[config.mk]
export PLATFORM = sky130hd
export DESIGN_NAME = mem_access_ctrl
export DESIGN_NICKNAME = d
export VERILOG_FILES = /design/src/rtl/mem_access_ctrl.sv
export SDC_FILE = /design/constraint.sdc
export NUM_CORES = 1
export LEC_CHECK = 0
export CORE_AREA = 2 2 82 84
export CTS_CLUSTER_SIZE = 25
export DETAILED_ROUTE_END_ITERATION = 10
export DIE_AREA = 0 0 84 86
export PLACE_DENSITY = 0.91
export RECOVER_POWER = 50
export SLEW_MARGIN = 5
export SYNTH_ARGS = -nofsm -noshare
export SYNTH_HDL_FRONTEND = slang
export SYNTH_SLANG_ARGS = --single-unit
export TNS_END_PERCENT = 10
[constraint.sdc]
create_clock -name clk -period 3.1 [get_ports clk]
set_input_delay 0.31 -clock clk [delete_from_list [all_inputs] [get_ports clk]]
set_output_delay 0.31 -clock clk [all_outputs]
set_load 0.05 [all_outputs]
[src/rtl/mem_access_ctrl.sv]
// Sequencer and fetch/data arbiter for the shared 256x16 memory.
// Ports: clk, rst_n; if_* fetch port; d_* data port; mem_* memory side; busy.
module mem_access_ctrl #(
  parameter int AW       = 8,
  parameter int DW       = 16,
  parameter int WR_PULSE = 1
) (
  input  logic          clk,
  input  logic          rst_n,
  input  logic          if_req,
  input  logic [AW-1:0] if_addr,
  output logic          if_ack,
  output logic [DW-1:0] if_rdata,
  input  logic          d_req,
  input  logic          d_we,
  input  logic [AW-1:0] d_addr,
  input  logic [DW-1:0] d_wdata,
  output logic          d_ack,
  output logic [DW-1:0] d_rdata,
  output logic          d_err,
  output logic [AW-1:0] mem_addr,
  output logic [DW-1:0] mem_wdata,
  output logic          mem_wr,
  input  logic [DW-1:0] mem_rdata,
  output logic          busy
);

  typedef enum logic [2:0] {
    IDLE,
    SETUP,
    WRITE,
    READ,
    DONE
  } state_t;

  localparam logic FETCH = 1'b0;
  localparam logic DATA  = 1'b1;
  localparam logic [3:0] PULSE_M1 = 4'(WR_PULSE - 1);

  state_t        state, state_nxt;
  logic          gnt, gnt_nxt;
  logic          last, last_nxt;
  logic          we_q, we_nxt;
  logic          err, err_nxt;
  logic          pick;
  logic [3:0]    cnt, cnt_nxt;
  logic [AW-1:0] addr_nxt;
  logic [DW-1:0] wdata_nxt;
  logic [DW-1:0] if_rdata_nxt;
  logic [DW-1:0] d_rdata_nxt;

  always_comb begin
    state_nxt    = state;
    gnt_nxt      = gnt;
    last_nxt     = last;
    we_nxt       = we_q;
    err_nxt      = err;
    cnt_nxt      = cnt;
    addr_nxt     = mem_addr;
    wdata_nxt    = mem_wdata;
    if_rdata_nxt = if_rdata;
    d_rdata_nxt  = d_rdata;
    pick         = DATA;
    unique case (state)
      IDLE: begin
        if (if_req || d_req) begin
          // Fetch wins alone, or on a tie when data went last.
          pick = (if_req && (!d_req || last == DATA))
                 ? FETCH : DATA;
          gnt_nxt   = pick;
          last_nxt  = pick;
          state_nxt = SETUP;
          if (pick == FETCH) begin
            addr_nxt = if_addr;
            we_nxt   = 1'b0;
          end else begin
            addr_nxt  = d_addr;
            we_nxt    = d_we;
            wdata_nxt = d_wdata;
          end
        end
      end
      SETUP: begin
        if (we_q) begin
          if (mem_addr[AW-1 -: 2] == 2'b00) begin
            err_nxt   = 1'b1;
            state_nxt = DONE;
          end else begin
            cnt_nxt   = PULSE_M1;
            state_nxt = WRITE;
          end
        end else begin
          state_nxt = READ;
        end
      end
      WRITE: begin
        if (cnt == 4'd0) state_nxt = DONE;
        else cnt_nxt = cnt - 4'd1;
      end
      READ: begin
        if (gnt == FETCH) if_rdata_nxt = mem_rdata;
        else d_rdata_nxt = mem_rdata;
        state_nxt = DONE;
      end
      DONE: begin
        err_nxt   = 1'b0;
        state_nxt = IDLE;
      end
      default: state_nxt = IDLE;
    endcase
  end

  always_ff @(posedge clk or negedge rst_n) begin
    if (!rst_n) begin
      state     <= IDLE;
      gnt       <= FETCH;
      last      <= DATA;
      we_q      <= 1'b0;
      err       <= 1'b0;
      cnt       <= 4'd0;
      mem_addr  <= '0;
      mem_wdata <= '0;
      mem_wr    <= 1'b0;
      if_ack    <= 1'b0;
      d_ack     <= 1'b0;
      d_err     <= 1'b0;
      if_rdata  <= '0;
      d_rdata   <= '0;
      busy      <= 1'b0;
    end else begin
      state     <= state_nxt;
      gnt       <= gnt_nxt;
      last      <= last_nxt;
      we_q      <= we_nxt;
      err       <= err_nxt;
      cnt       <= cnt_nxt;
      mem_addr  <= addr_nxt;
      mem_wdata <= wdata_nxt;
      // Outputs follow the next state so they stay pure flop outputs.
      mem_wr    <= (state_nxt == WRITE);
      if_ack    <= (state_nxt == DONE) && (gnt_nxt == FETCH);
      d_ack     <= (state_nxt == DONE) && (gnt_nxt == DATA);
      d_err     <= (state_nxt == DONE) && (gnt_nxt == DATA)
                   && err_nxt;
      if_rdata  <= if_rdata_nxt;
      d_rdata   <= d_rdata_nxt;
      busy      <= (state_nxt != IDLE);
    end
  end

endmodule
* Word-level counts from Yosys, hierarchy flattened
Index checks and enable logic that the tools add are counted.
** Operators by class
- Eq/ne operators :: 9
- Add/sub/neg operators :: 1
- Bitwise operators :: 3
- Reduce and logical (&&, ||, !) cells :: 17
- Muxes and demuxes :: 17
** Operators by type and width (number)
- $mux W3 :: 4
- $mux W4 :: 3
- $pmux W3 S4 :: 1
- $eq A3 B2 Y1 const B :: 3
- $mux W8 :: 1
- $pmux W4 S2 :: 1
- $eq A3 B3 Y1 const B :: 2
- $mux W1 :: 6
- $ne A2 B2 Y1 const B :: 3
- $reduce_and A2 Y1 :: 3
- $logic_and A1 B1 Y1 :: 4
- $logic_not A4 Y1 :: 1
- $reduce_and A4 Y1 :: 1
- $sub A4 B1 Y4 const B :: 1
- $eq A3 B1 Y1 const B :: 1
- $logic_not A3 Y1 :: 1
- $not A1 Y1 :: 3
- $reduce_and A3 Y1 :: 1
- $reduce_bool A3 Y1 :: 1
- $logic_not A2 Y1 :: 1
- $logic_or A1 B1 Y1 :: 2
- $pmux W1 S2 :: 1
- $reduce_bool A2 Y1 :: 1
- $logic_not A1 Y1 :: 1
** Storage, ports and cells
- Word-level logic and storage cells :: 62
- Register bits :: 72
- Bits of input ports :: 53
- Output and inout port bits :: 61

* Longest topological paths before layout
Gate-level depths: netlist of run 1.
- Depth in word-level cells :: 8
- Mapped depth :: 6
- Mapped depth without buffers :: 6

* Least setup slack after synthesis of run 1
OpenSTA, ideal clock, no wires.
- Path kind :: reg-to-reg
- Start point :: reg cnt[0]
- End point :: reg busy
- Data arrival time :: 1601 ps
- Setup time :: 131 ps
- Setup slack :: 1368 ps
- Required time :: 2969 ps
- Clock period less this slack :: 1732 ps
- Buffers on the path :: 0
- Cell stages (with the launch flop) :: 7
- Cells stage by stage :: dfrtp_1 > inv_1 > ha_1 > or3b_2 > a2bb2oi_2 > inv_1 > or3_1
** On the way
- Longest elaborated chain between the ends :: 4
** Ends and longest elaborated chain
- start, declared :: RTL line 46 : logic [3:0] cnt, cnt_nxt;
- start signal, assigned :: RTL line 136 : cnt <= cnt_nxt;
- $logic_not A4 Y1 :: RTL line 97 : if (cnt == 4'd0) state_nxt = DONE;
- $mux W3 :: RTL line 97
- $pmux W3 S4 :: RTL line 64 : unique case (state)
- net state_nxt[1] :: RTL line 40 : state_t state, state_nxt;
- $reduce_bool A3 Y1 :: RTL line 147 : busy <= (state_nxt != IDLE);
- end signal, assigned :: RTL line 147
- end, declared :: RTL line 25 : output logic busy
The timed path passes the listed nets, and every way through them passes these cells.
A chain may end at the register's enable or synchronous reset.

* Final worst setup path of run 1
- Start point :: reg state[2]
- End point :: reg d_err
** On the way
- Elaborated cells on any way between the ends :: 13
- Those cells by class :: eq/ne (5); mux (5); reduce/logical (3)
** RTL lines
- start, declared :: RTL line 40
- start signal, assigned :: RTL line 131 : state <= state_nxt;
- $logic_not A3 Y1 :: RTL line 64
- $mux W1 :: RTL line 64
- net gnt_nxt :: RTL line 41 : logic gnt, gnt_nxt;
- $logic_and A1 B1 Y1 :: RTL line 143 : d_err <= (state_nxt == DONE) && (gnt_nxt == DATA)
- $logic_and A1 B1 Y1 :: RTL line 144 : && err_nxt;
- end signal, assigned :: RTL line 143
- end, declared :: RTL line 20 : output logic d_err,
The timed path passes the listed nets, and every way through them passes these cells.

==> results by group, run 1 <==
Floorplanning
  • DIE AREA: 0.00722 mm²
  • Core area: 0.00628 mm²
  • Row count: 29
  • I/O Pins: 114
  • Height of the die: 86 µm
  • Die Wd: 84 µm
  • Initial core utilization: 46.5%

Placed design
  • Setup WS pre-CTS: 0.727 ns
  • IO buf count: 113
  • DP HPWL: 4.48 mm
  • Routability congestion estimate: 0.762

Synthesis
  • Compound-gate portion of the synthesized area: 5.49%
  • XOR/XNOR Fraction of Synth Area: 0%
  • Mux share of post-synthesis cell area: 22.1%
  • Synth top area cells: dfrtp_1, mux2_2, mux2i_1
  • Asr flop ratio synth: 100%
  • Register area share after synthesis: 61.8%
  • Synthesized area: 0.00292 mm²
  • Post-Syn Instances: 203
  • Cell taking the most area after synthesis: dfrtp_1
  • Synth top area share: 60.9%
  • Post-synth EDFFs: 0
  • Post-Synth Simple-Gate Area: 6.82%
  • Synth Area in Adders: 0.858%
  • Netlist cell types: 32
  • Ys Warns: 0
  • Largest family of logic cells by synthesized area: multiplexers
  • Post-synth top flop: dfrtp_1
  • Synthesized flop and latch total: 72
  • Syn Nets: 258
  • Syn avg cell area: 14.4 µm²

Global routing
  • Total gr overflow: 0
  • Largest net degree at the start of global routing: 73
  • Met2 Use GR: 31.4%
  • First-pass GRT wire length: 10.6 mm
  • Met1 usage: 23.5%
  • GRT Overall Usage: 18.6%
  • Gr busiest metal: met2
  • Antenna violations before repair: 0
  • GR met3 Demand/Resource: 4.04%
  • Vias in the first global route: 2,119

Timing
  • Slew HR: -14.4%
  • Period Utilization, post-route: 71.1%
  • RSZ-0062 raised after global routing: false
  • Clk_skew: 0.00855 ns
  • Final setup fails: 0
  • Post-route setup TNS: 0 ns
  • Slew @ Worst Pin: 1.72 ns
  • Fin. Hold Viols: 0
  • Final Worst Setup Slack: 0.897 ns
  • Fmax: 454 MHz
  • Slew Limit Fails: 73
  • Final min period: 2.20 ns

Clock network
  • CTS tree: yes
  • # resized after CTS: 0
  • Worst-case clock buffer depth: 2
  • Setup bufs post-CTS: 0
  • Clock transition at path regs: 0.07 ns
  • Clock sink count: 72
  • Clk_lat worst skew: 0.32 ns
  • Root Buffer: clkbuf_8
  • H-Tree Depth: 3
  • Hold_buf cts: 0
  • Total CTS buffers: 9

Outcome
  • Failing checks: max-capacitance violations, max-slew violations
  • Status: finished, violations left

Route
  • WL final: 6.17 mm
  • Avg WL per Cell: 15.4 µm
  • First-pass DRT Iterations: 4
  • DRT antenna net count: 0
  • Drt via density: 5.05
  • Via count: 2,024
  • DR iter-0 viols: 48
  • Remaining DRCs: 0

Final layout
  • Commonest non-fill, non-tap cell in the layout: clkdlybuf4s50_1
  • Ant. Diodes: 0
  • Commonest non-fill, non-tap cells in the layout: clkdlybuf4s50_1, dfrtp_1, mux2_2
  • Multi-input combinational cell area: 981 µm²
  • Fraction of layout instances using a drive strength above 1: 20.7%
  • Register area: 0.00180 mm²
  • Area grow syn2layout: 44.0%
  • Net count, final: 376
  • Fillers: 479

Hold path
  • Hold crit path type: in -> async

Critical path
  • Crit path from: state[2]$_DFF_PN0_
  • Critical Path RT: 3.31 ns
  • Startpoint types: flip-flop
  • CP Capture Type: flip-flop
  • Worst-path maximum fanout: 20
  • Critical path type: reg -> reg
  • R2R Path Start: state[2]$_DFF_PN0_
  • Worst path arrival time: 2.42 ns

Job
  • Max-cap viol count: 1
[cell families (layout without fill, tap and decap cells)]
family / count (synthesis) / in the layout
flip-flops: 72 / 72
adder cells (fa/ha/maj): 2 / 2
AO/OA/AOI/OAI: 24 / 24
AND/OR/NAND/NOR: 31 / 31
buffers and inverters: 16 / 137
multiplexers: 58 / 58
[critical path, stage by stage (launching register included)]
cell and delay (ns):
dfrtp_1 0.46, nor4_1 0.37, clkbuf_1 0.64, mux2_1 0.43, and3_1 0.20
[area by class of cell]
cell class,count,share of cell area [%]
inverters,7,0.626
multi-input cells,115,23.4
clock inverters,4,0.566
repair buffers,116,27.2
flip-flops and latches,72,42.9
clock buffers,10,3.04
well taps,77,2.29
[state kept, by name (all words and copies together), names as in the netlist, 3 cells and up]
signal	flops
state	3
mem_addr	8
if_rdata	16
cnt	4
d_rdata	16
mem_wdata	16
[metrics by stage]
step	utilization [%]	std cells	cell area (µm²)	hold WS [ns]
floorplan	-	203	2920	0.0144
finish	66.9	401	4200	0.438
CTS	67.9	401	4260	0.132
detailed placement	65.5	387	4110	0.491
global route	66.9	401	4200	0.529
global placement	65.5	387	4110	0.480
[layer usage]
metal,wire [µm],up-vias
li1,-,960
met1,2620,986
met2,3140,70
met3,327,8
met4,82,0
met5,0,-
[cell usage after synthesis, drive strengths merged, types with 2 or more instances]
library cell	number
or3b	2
nand3b	2
a21oi	10
and2	2
nor3b	3
nor3	2
or3	2
o21ai	9
mux2	50
dfrtp	71
mux2i	8
nor2	10
nand3	2
ha	2
inv	7
buf	8
[final timing paths]
path / cells after the start / endpoint / slack [ns]
worst min-delay path: 1 / d_rdata[6]$_DFFE_PN0P_ / 0.44
min in group clk: 1 / if_rdata[4]$_DFFE_PN0P_ / 0.50
worst max-delay path: 4 / d_err$_DFF_PN0_ / 0.90
worst min register to register: 1 / if_rdata[4]$_DFFE_PN0P_ / 0.50
max in group asynchronous: 1 / state[0]$_DFF_PN0_ / 1.65
worst max register to register: 4 / d_err$_DFF_PN0_ / 0.90
Power of run 1 is left out: the tool's default activity adds up to more than one toggle a clock period on the data nets, which glitch-free logic cannot reach.
==> run 2, diff against run 1 <==
Settings changed: CORE_AREA 2 2 82 84 to 2 2 90 92, DIE_AREA 0 0 84 86 to 0 0 92 94, PLACE_DENSITY 0.91 to 0.81.
Clock period 3.1 ns to 2 ns, I/O delays scaled along.
==> results by group, run 2 (synthesis results as in run 1) <==
Clock network
  • Worst-case clock buffer depth: 2
  • Root Buffer: clkbuf_8
  • CTS tree: yes
  • H-Tree Depth: 3
  • Clk_lat worst skew: 0.34 ns
  • Clock sink count: 72
  • Clock transition at path regs: 0.07 ns
  • Total CTS buffers: 9
  • # resized after CTS: 0

Final layout
  • Commonest non-fill, non-tap cells in the layout: clkdlybuf4s50_1, dfrtp_1, mux2_2
  • Net count, final: 382
  • Area grow syn2layout: 49.2%
  • Fraction of layout instances using a drive strength above 1: 24.1%
  • Commonest non-fill, non-tap cell in the layout: clkdlybuf4s50_1
  • Largest regs: d_rdata: 16 flops, if_rdata: 16 flops, mem_wdata: 16 flops
  • Ant. Diodes: 0

Placed design
  • Setup WS pre-CTS: 0.173 ns
  • Routability congestion estimate: 0.730
  • DP HPWL: 4.49 mm
  • IO buf count: 113

Route
  • First-pass DRT Iterations: 4
  • WL final: 6.04 mm
  • Via count: 2,063
  • Drt via density: 4.75
  • Avg WL per Cell: 13.9 µm
  • Remaining DRCs: 0
  • DR iter-0 viols: 42
  • DRT antenna net count: 0

Timing
  • Final min period: 1.87 ns
  • Clk_skew: 0.00939 ns
  • Slew HR: 43.9%
  • Final hold slack: 0.458 ns
  • Slew Limit Fails: 0
  • Final Worst Setup Slack: 0.131 ns
  • Final setup fails: 0
  • Fin. Hold Viols: 0
  • Slew @ Worst Pin: 0.841 ns
  • Post-route setup TNS: 0 ns
  • Period Utilization, post-route: 93.5%
  • Fmax: 535 MHz
  • RSZ-0062 raised after global routing: false

Floorplanning
  • I/O Pins: 114
  • DIE AREA: 0.00865 mm²
  • Core area: 0.00761 mm²
  • Die Wd: 92 µm
  • Height of the die: 94 µm
  • Initial core utilization: 38.3%
  • Row count: 32

Critical path
  • Worst-path maximum fanout: 13
  • Critical path type: reg -> reg
  • CP peak stage delay: 0.56 ns
  • CP Capture Type: flip-flop
  • Critical-path cell list: inv_2 -> nor4b_1 -> buf_4 -> mux2_2
  • Critical path buffer and inverter count: 2
  • Startpoint types: flip-flop
  • Critical Path RT: 2.22 ns
  • Delay-heaviest family, CP: flip-flops
  • Worst path arrival time: 2.09 ns
  • Critical-path top delay cell: dfrtp_1

Global routing
  • GRT Overall Usage: 14.5%
  • Antenna violations before repair: 0
  • Vias in the first global route: 2,133
  • Largest net degree at the start of global routing: 39
  • First-pass GRT wire length: 9.89 mm
  • Total gr overflow: 0

Hold path
  • Hold crit path type: in -> reg

Job
  • Max-cap viol count: 0

Outcome
  • Status: completed
[run 2: per-layer routing]
layer | GRT usage, % | vias up | wire [µm] | part of all wire (%)
met5 | 0 | - | 0 | 0
met3 | 3.45 | 5 | 362 | 6.0
met4 | 5.97 | 0 | 57 | 0.94
met1 | 17.9 | 1017 | 2680 | 44
li1 | - | 968 | - | -
met2 | 24.4 | 73 | 2940 | 49
[run 2: area by class of cell]
type	instances	area (µm²)
flip-flops and latches	72	1800
repair buffers	122	1200
well taps	102	128
fillers	629	3260
multi-input cells	115	1020
inverters	7	26.3
clock inverters	6	45.0
clock buffers	10	128
[run 2: timing repair]
item                                   CTS  global route
endpoints found under the hold margin   33             0
hold buffers                             1             0
setup buffers                            0             0
[run 2: final timing paths]
kind	startpoint	end	slack, ns	cells past startpoint
worst max-delay path	state[1]$_DFF_PN0_	if_rdata[0]$_DFFE_PN0P_	0.13	4
worst min-delay path	d_we	we_q$_DFFE_PN0P_	0.46	3
worst max register to register	state[1]$_DFF_PN0_	if_rdata[0]$_DFFE_PN0P_	0.13	4
worst min register to register	mem_wdata[10]$_DFFE_PN0P_	mem_wdata[10]$_DFFE_PN0P_	0.51	1
max in group asynchronous	rst_n	mem_wdata[8]$_DFFE_PN0P_	0.42	3
min in group asynchronous	rst_n	cnt[3]$_DFFE_PN0P_	0.49	2
[run 2: metrics by stage]
stage	instances	instance area (µm²)	util, %
floorplan	203	2920	-
global placement	417	4220	55.5
detailed placement	417	4220	55.5
CTS	434	4400	57.9
global route	434	4350	57.2
finish	434	4350	57.2
[run 2: worst reg2reg max path, stage by stage, from the launching register on]
cell and delay [ns]:
dfrtp_1 0.56, inv_2 0.07, nor4b_1 0.45, buf_4 0.31, mux2_2 0.37
Power of run 2 is left out for the same reason.
==> RTL change 1 (flow settings as in run 2) <==
Re-encode `state_t` (5 states) as one-hot, 5 bits wide.
--- a/src/rtl/mem_access_ctrl.sv
+++ b/src/rtl/mem_access_ctrl.sv
@@ -27,8 +27,8 @@
 
-  typedef enum logic [2:0] {
-    IDLE,
-    SETUP,
-    WRITE,
-    READ,
-    DONE
+  typedef enum logic [4:0] {
+    IDLE  = 5'b00001,
+    SETUP = 5'b00010,
+    WRITE = 5'b00100,
+    READ  = 5'b01000,
+    DONE  = 5'b10000
   } state_t;
Formal check against the unedited RTL: no difference found for any inputs over 10 cycles, from zero or initial values and one cycle with rst_n low; not proved beyond that.
==> RTL change 1 against run 2 <==
- non-clock buffer count is 4 higher
- area after synthesis is 2.8% higher
- clock skew hardly changed
- cell area is 3.3% higher
- wire length is 8.1% higher
- sequential cell count is 2 higher
- worst setup slack worse by 0.062 ns
- final cell count is 2.8% higher
- synthesized cell count is 5.4% higher
- critical path depth is 1 higher
- via count is 1.1% higher
- critical path type unchanged
- highest routed layer unchanged
==> RTL change 1: results (changes against run 2) <==
INFO  metric outcome = completed
INFO  metric timing.hold.worst_endpoint = mem_wdata[15]
INFO  metric holdPathStages = 2 (-1)
INFO  metric worstRegToRegCells = 5 (+1)
INFO  metric place_congestion = 0.779 (+6.7%)
INFO  metric clock_buffers = 12 (+2)
INFO  metric seq_area_frac_synth = 61.9% (about the same)
INFO  metric routed_wl = 6.53 mm (+8.1%)
INFO  metric synthAdderAreaFrac = 0.835% (-0.023 points)
INFO  metric mappedNetlistArea = 0.00300 sq mm (+2.8%)
INFO  metric n_all_buffers = 126 (+3.3%)
INFO  metric clock-skew-final = 0.00904 ns (-0.000344 ns)
INFO  metric fin_ws = 0.0685 ns (-0.0623 ns)
INFO  metric finish.net_count = 394 (+3.1%)
INFO  metric timing.critical_path.slowest_cell_delay = 0.53 ns (-0.03 ns)
INFO  metric global_route.usage.total = 15.9% (+1.4 points)
INFO  metric nonClkBufAreaFrac = 27.4% (-0.19 points)
INFO  metric yosys.area_share.xor_xnor = 0.292% (+0.29 points)
INFO  metric ys_types = 38 (+19%)
INFO  metric grt_pass1_vias = 2,261 (+6.0%)
INFO  metric grt_pass1_wl = 10.8 mm (+8.9%)
INFO  metric final-clk-cell-share = 4.54% (+0.57 points)
INFO  metric post_layout_nonfiller_instances = 446 (+2.8%)
INFO  metric fin_util = 59.1% (+1.9 points)
INFO  metric comb.multi_input.count = 120 (+4.3%)
INFO  metric layout.filler_cells = 610 (-3.0%)
INFO  metric cell_with_the_largest_stage_delay_on_the_worst_path = sky130_fd_sc_hd__dfstp_2
-- RTL change 1: cells by family (layout without fill, tap and decap cells) --
group / count (synthesis) / after routing
DFF: 74 / 74
muxes: 57 / 57
buffers and inverters: 20 / 150
xor gates and xnor gates: 1 / 1
adders and majority gates: 2 / 2
AOI/OAI and AO/OA: 26 / 26
and+or+nand+nor: 34 / 34
-- RTL change 1: power groups by stage --
stage	Combinational, mW	Clock (mW)	Sequential, mW
finish	4.72	1.16	2.53
global route	4.94	1.29	2.61
CTS	4.84	1.21	2.53
detailed placement	4.80	0	2.55
global placement	4.73	0	2.53
floorplan	1.05	0	4.63
-- RTL change 1: repair_timing --
action                                 in CTS  in global routing
hold buffers                                1                  0
buffers inserted                            0                  0
gates resized for setup                     2                  1
endpoints found under the hold margin      36                  0
pin swaps                                   0                  1
setup endpoints to repair                  16                 19
-- RTL change 1: routing by layer --
layer,track usage [%],up-vias
met3,4.82,6
met2,26.7,65
met5,0,-
met1,19.5,1001
li1,-,1014
met4,5.85,0
==> RTL change 2 (flow settings as in run 2) <==
Without the edit above. Set the parameter `AW` to 7 (it was 8).
--- a/src/rtl/mem_access_ctrl.sv
+++ b/src/rtl/mem_access_ctrl.sv
@@ -3,3 +3,3 @@
 module mem_access_ctrl #(
-  parameter int AW       = 8,
+  parameter int AW       = 7,
   parameter int DW       = 16,
Interface: changed (resized d_addr, if_addr and mem_addr); port bits go from 114 to 111. The function was not compared with the original's and may differ.
==> RTL change 2 against run 2 <==
- critical path depth is 2 higher
- sequential cell count is 1 lower
- worst setup slack better by 0.024 ns
- count of clock-buffer cells in the layout is 2 higher
- clock skew hardly changed
- global-route usage is 0.16 points higher
- area after synthesis is 1.0% lower
- non-clock buffer count stayed put
- cell area is 1.2% lower
- via count is 3.5% lower
- wire length hardly changed
- critical path type unchanged
- critical endpoint is now busy
- highest routed layer unchanged
Power is left out: the tool's default activity adds up to more than one toggle a clock period on the data nets, which glitch-free logic cannot reach.
==> RTL change 2: results (changes against run 2) <==
INFO  metric clkTransAtPathRegs = 0.07 ns (about the same)
INFO  metric cp_data_arrival_time = 2.05 ns (-0.04 ns)
INFO  metric synthArstFlopShare = 100% (unchanged)
INFO  metric post-cts-setup-buffer-count = 0 (unchanged)
INFO  metric post_cts_hold_buffer_count = 1 (unchanged)
INFO  metric ys_types = 33 (+3.1%)
INFO  metric ctsLongestPathBuffers = 2 (unchanged)
INFO  metric drtPass1Iterations = 4 (unchanged)
INFO  metric grt_start_max_net_pins = 44 (+13%)
INFO  metric worst_skew_late_latency = around 0.33 ns
INFO  metric ys_top_cells_by_count = 70 x sky130_fd_sc_hd__dfrtp_1, 40 x sky130_fd_sc_hd__mux2_2, 10 x sky130_fd_sc_hd__mux2_1
INFO  metric post_dr_vias_cell = 4.63 (-2.6%)
INFO  metric finish.net_count = 376 (-1.6%)
INFO  metric worstRegToRegCells = 6 (+2)
INFO  metric htree_num_levels = 3 (unchanged)
INFO  metric seq_area_frac_synth = 61.6% (-0.22 points)
INFO  metric quantity_of_i_o_buffers_inserted_on_ports = 110 (-2.7%)
INFO  metric tritoncts.num_buffers = 9 (unchanged)
INFO  metric netlist_top_cells_area = sky130_fd_sc_hd__dfrtp_1 61%, sky130_fd_sc_hd__mux2_2 16%, sky130_fd_sc_hd__mux2_1 3.9%, sky130_fd_sc_hd__mux2i_1 2.4%, sky130_fd_sc_hd__a21oi_1 1.6%
INFO  metric synth.yosys.warnings = 0 (unchanged)
INFO  metric timing.slew.headroom = 31.3% (-13 points)
INFO  metric antennaDiodeCount = 0 (unchanged)
INFO  metric mappedNetlistNets = 252 (-2.3%)
INFO  metric outcome = completed
INFO  metric place_congestion = 0.773 (+5.8%)
INFO  metric drive_above_1_share = 20.4% (-3.7 points)
INFO  metric post_drt_wl_per_cell = 14.0 um (+0.88%)
INFO  metric clock-skew-final = 0.00961 ns (+0.000228 ns)
INFO  metric hold_path_class = in2async
INFO  metric grt_pass1_wl = 9.97 mm (+0.77%)
INFO  metric final_hold_viol_count = 0 (unchanged)
INFO  metric critical_path_peak_fanout = 5 (-8)
INFO  metric detailed_place_hpwl = 4.59 mm (+2.2%)
INFO  metric initialDrtViolationCount = 50 (+19%)
INFO  metric grt_pass1_vias = 2,125 (-0.38%)
INFO  metric grt_antenna_before_repair = 0 (unchanged)
INFO  metric global_route.usage.total = 14.6% (+0.16 points)
==> RTL change 2: through the flow <==
step,std cells,instance area (sq um),setup WS [ns],util [%]
after detailed placement,413,4170,0.122,54.8
after floorplan,199,2890,0.168,-
after CTS,430,4330,0.149,57.0
final,430,4300,0.155,56.5
after global placement,413,4170,0.203,54.8
after global routing,430,4300,0.0135,56.5
==> RTL change 2: final timing paths <==
check	endpoint	slack, ns	startpoint
setup / recovery	busy	0.15	cnt[0]
max in group asynchronous	cnt[2]	0.54	rst_n
hold / removal	if_rdata[7]	0.23	rst_n
min in group clk	mem_wdata[12]	0.47	d_wdata[12]
hold reg to reg	mem_wdata[7]	0.49	mem_wdata[7]
setup reg to reg	busy	0.15	cnt[0]
==> RTL change 2: area by class of cell <==
class                           count  area, sq um
Timing Repair Buffer              122         1190
Multi-Input combinational cell    112         1020
Sequential cell                    71         1780
Tap cell                          102          128
Inverter                            7         26.3
Clock inverter                      4         22.5
Clock buffer                       12          135
Fill cell                         644         3310
==> RTL change 2: worst max-delay path, stage by stage (launching register included) <==
cell                        delay (ns)
sky130_fd_sc_hd__dfrtp_1          0.37
sky130_fd_sc_hd__inv_1            0.10
sky130_fd_sc_hd__ha_1             0.17
sky130_fd_sc_hd__or3b_2           0.48
sky130_fd_sc_hd__a2bb2oi_2        0.23
sky130_fd_sc_hd__inv_1            0.07
sky130_fd_sc_hd__or3_1            0.30
==> RTL change 2: cells by family after synthesis <==
kind of cell / synth area share [%]
DFF: 61.6
and+or+nand+nor: 7.07
muxes: 21.9
buffers and inverters: 3.16
AOI/OAI and AO/OA: 5.37
adders and majority gates: 0.867
==> RTL change 2: routing by layer <==
metal,vias to the layer above,GRT usage (%),wire [um]
met5,-,0,0
met1,976,17.9,2540
met3,2,4.98,422
li1,950,-,-
met4,0,3.73,18
met2,63,25.0,3050
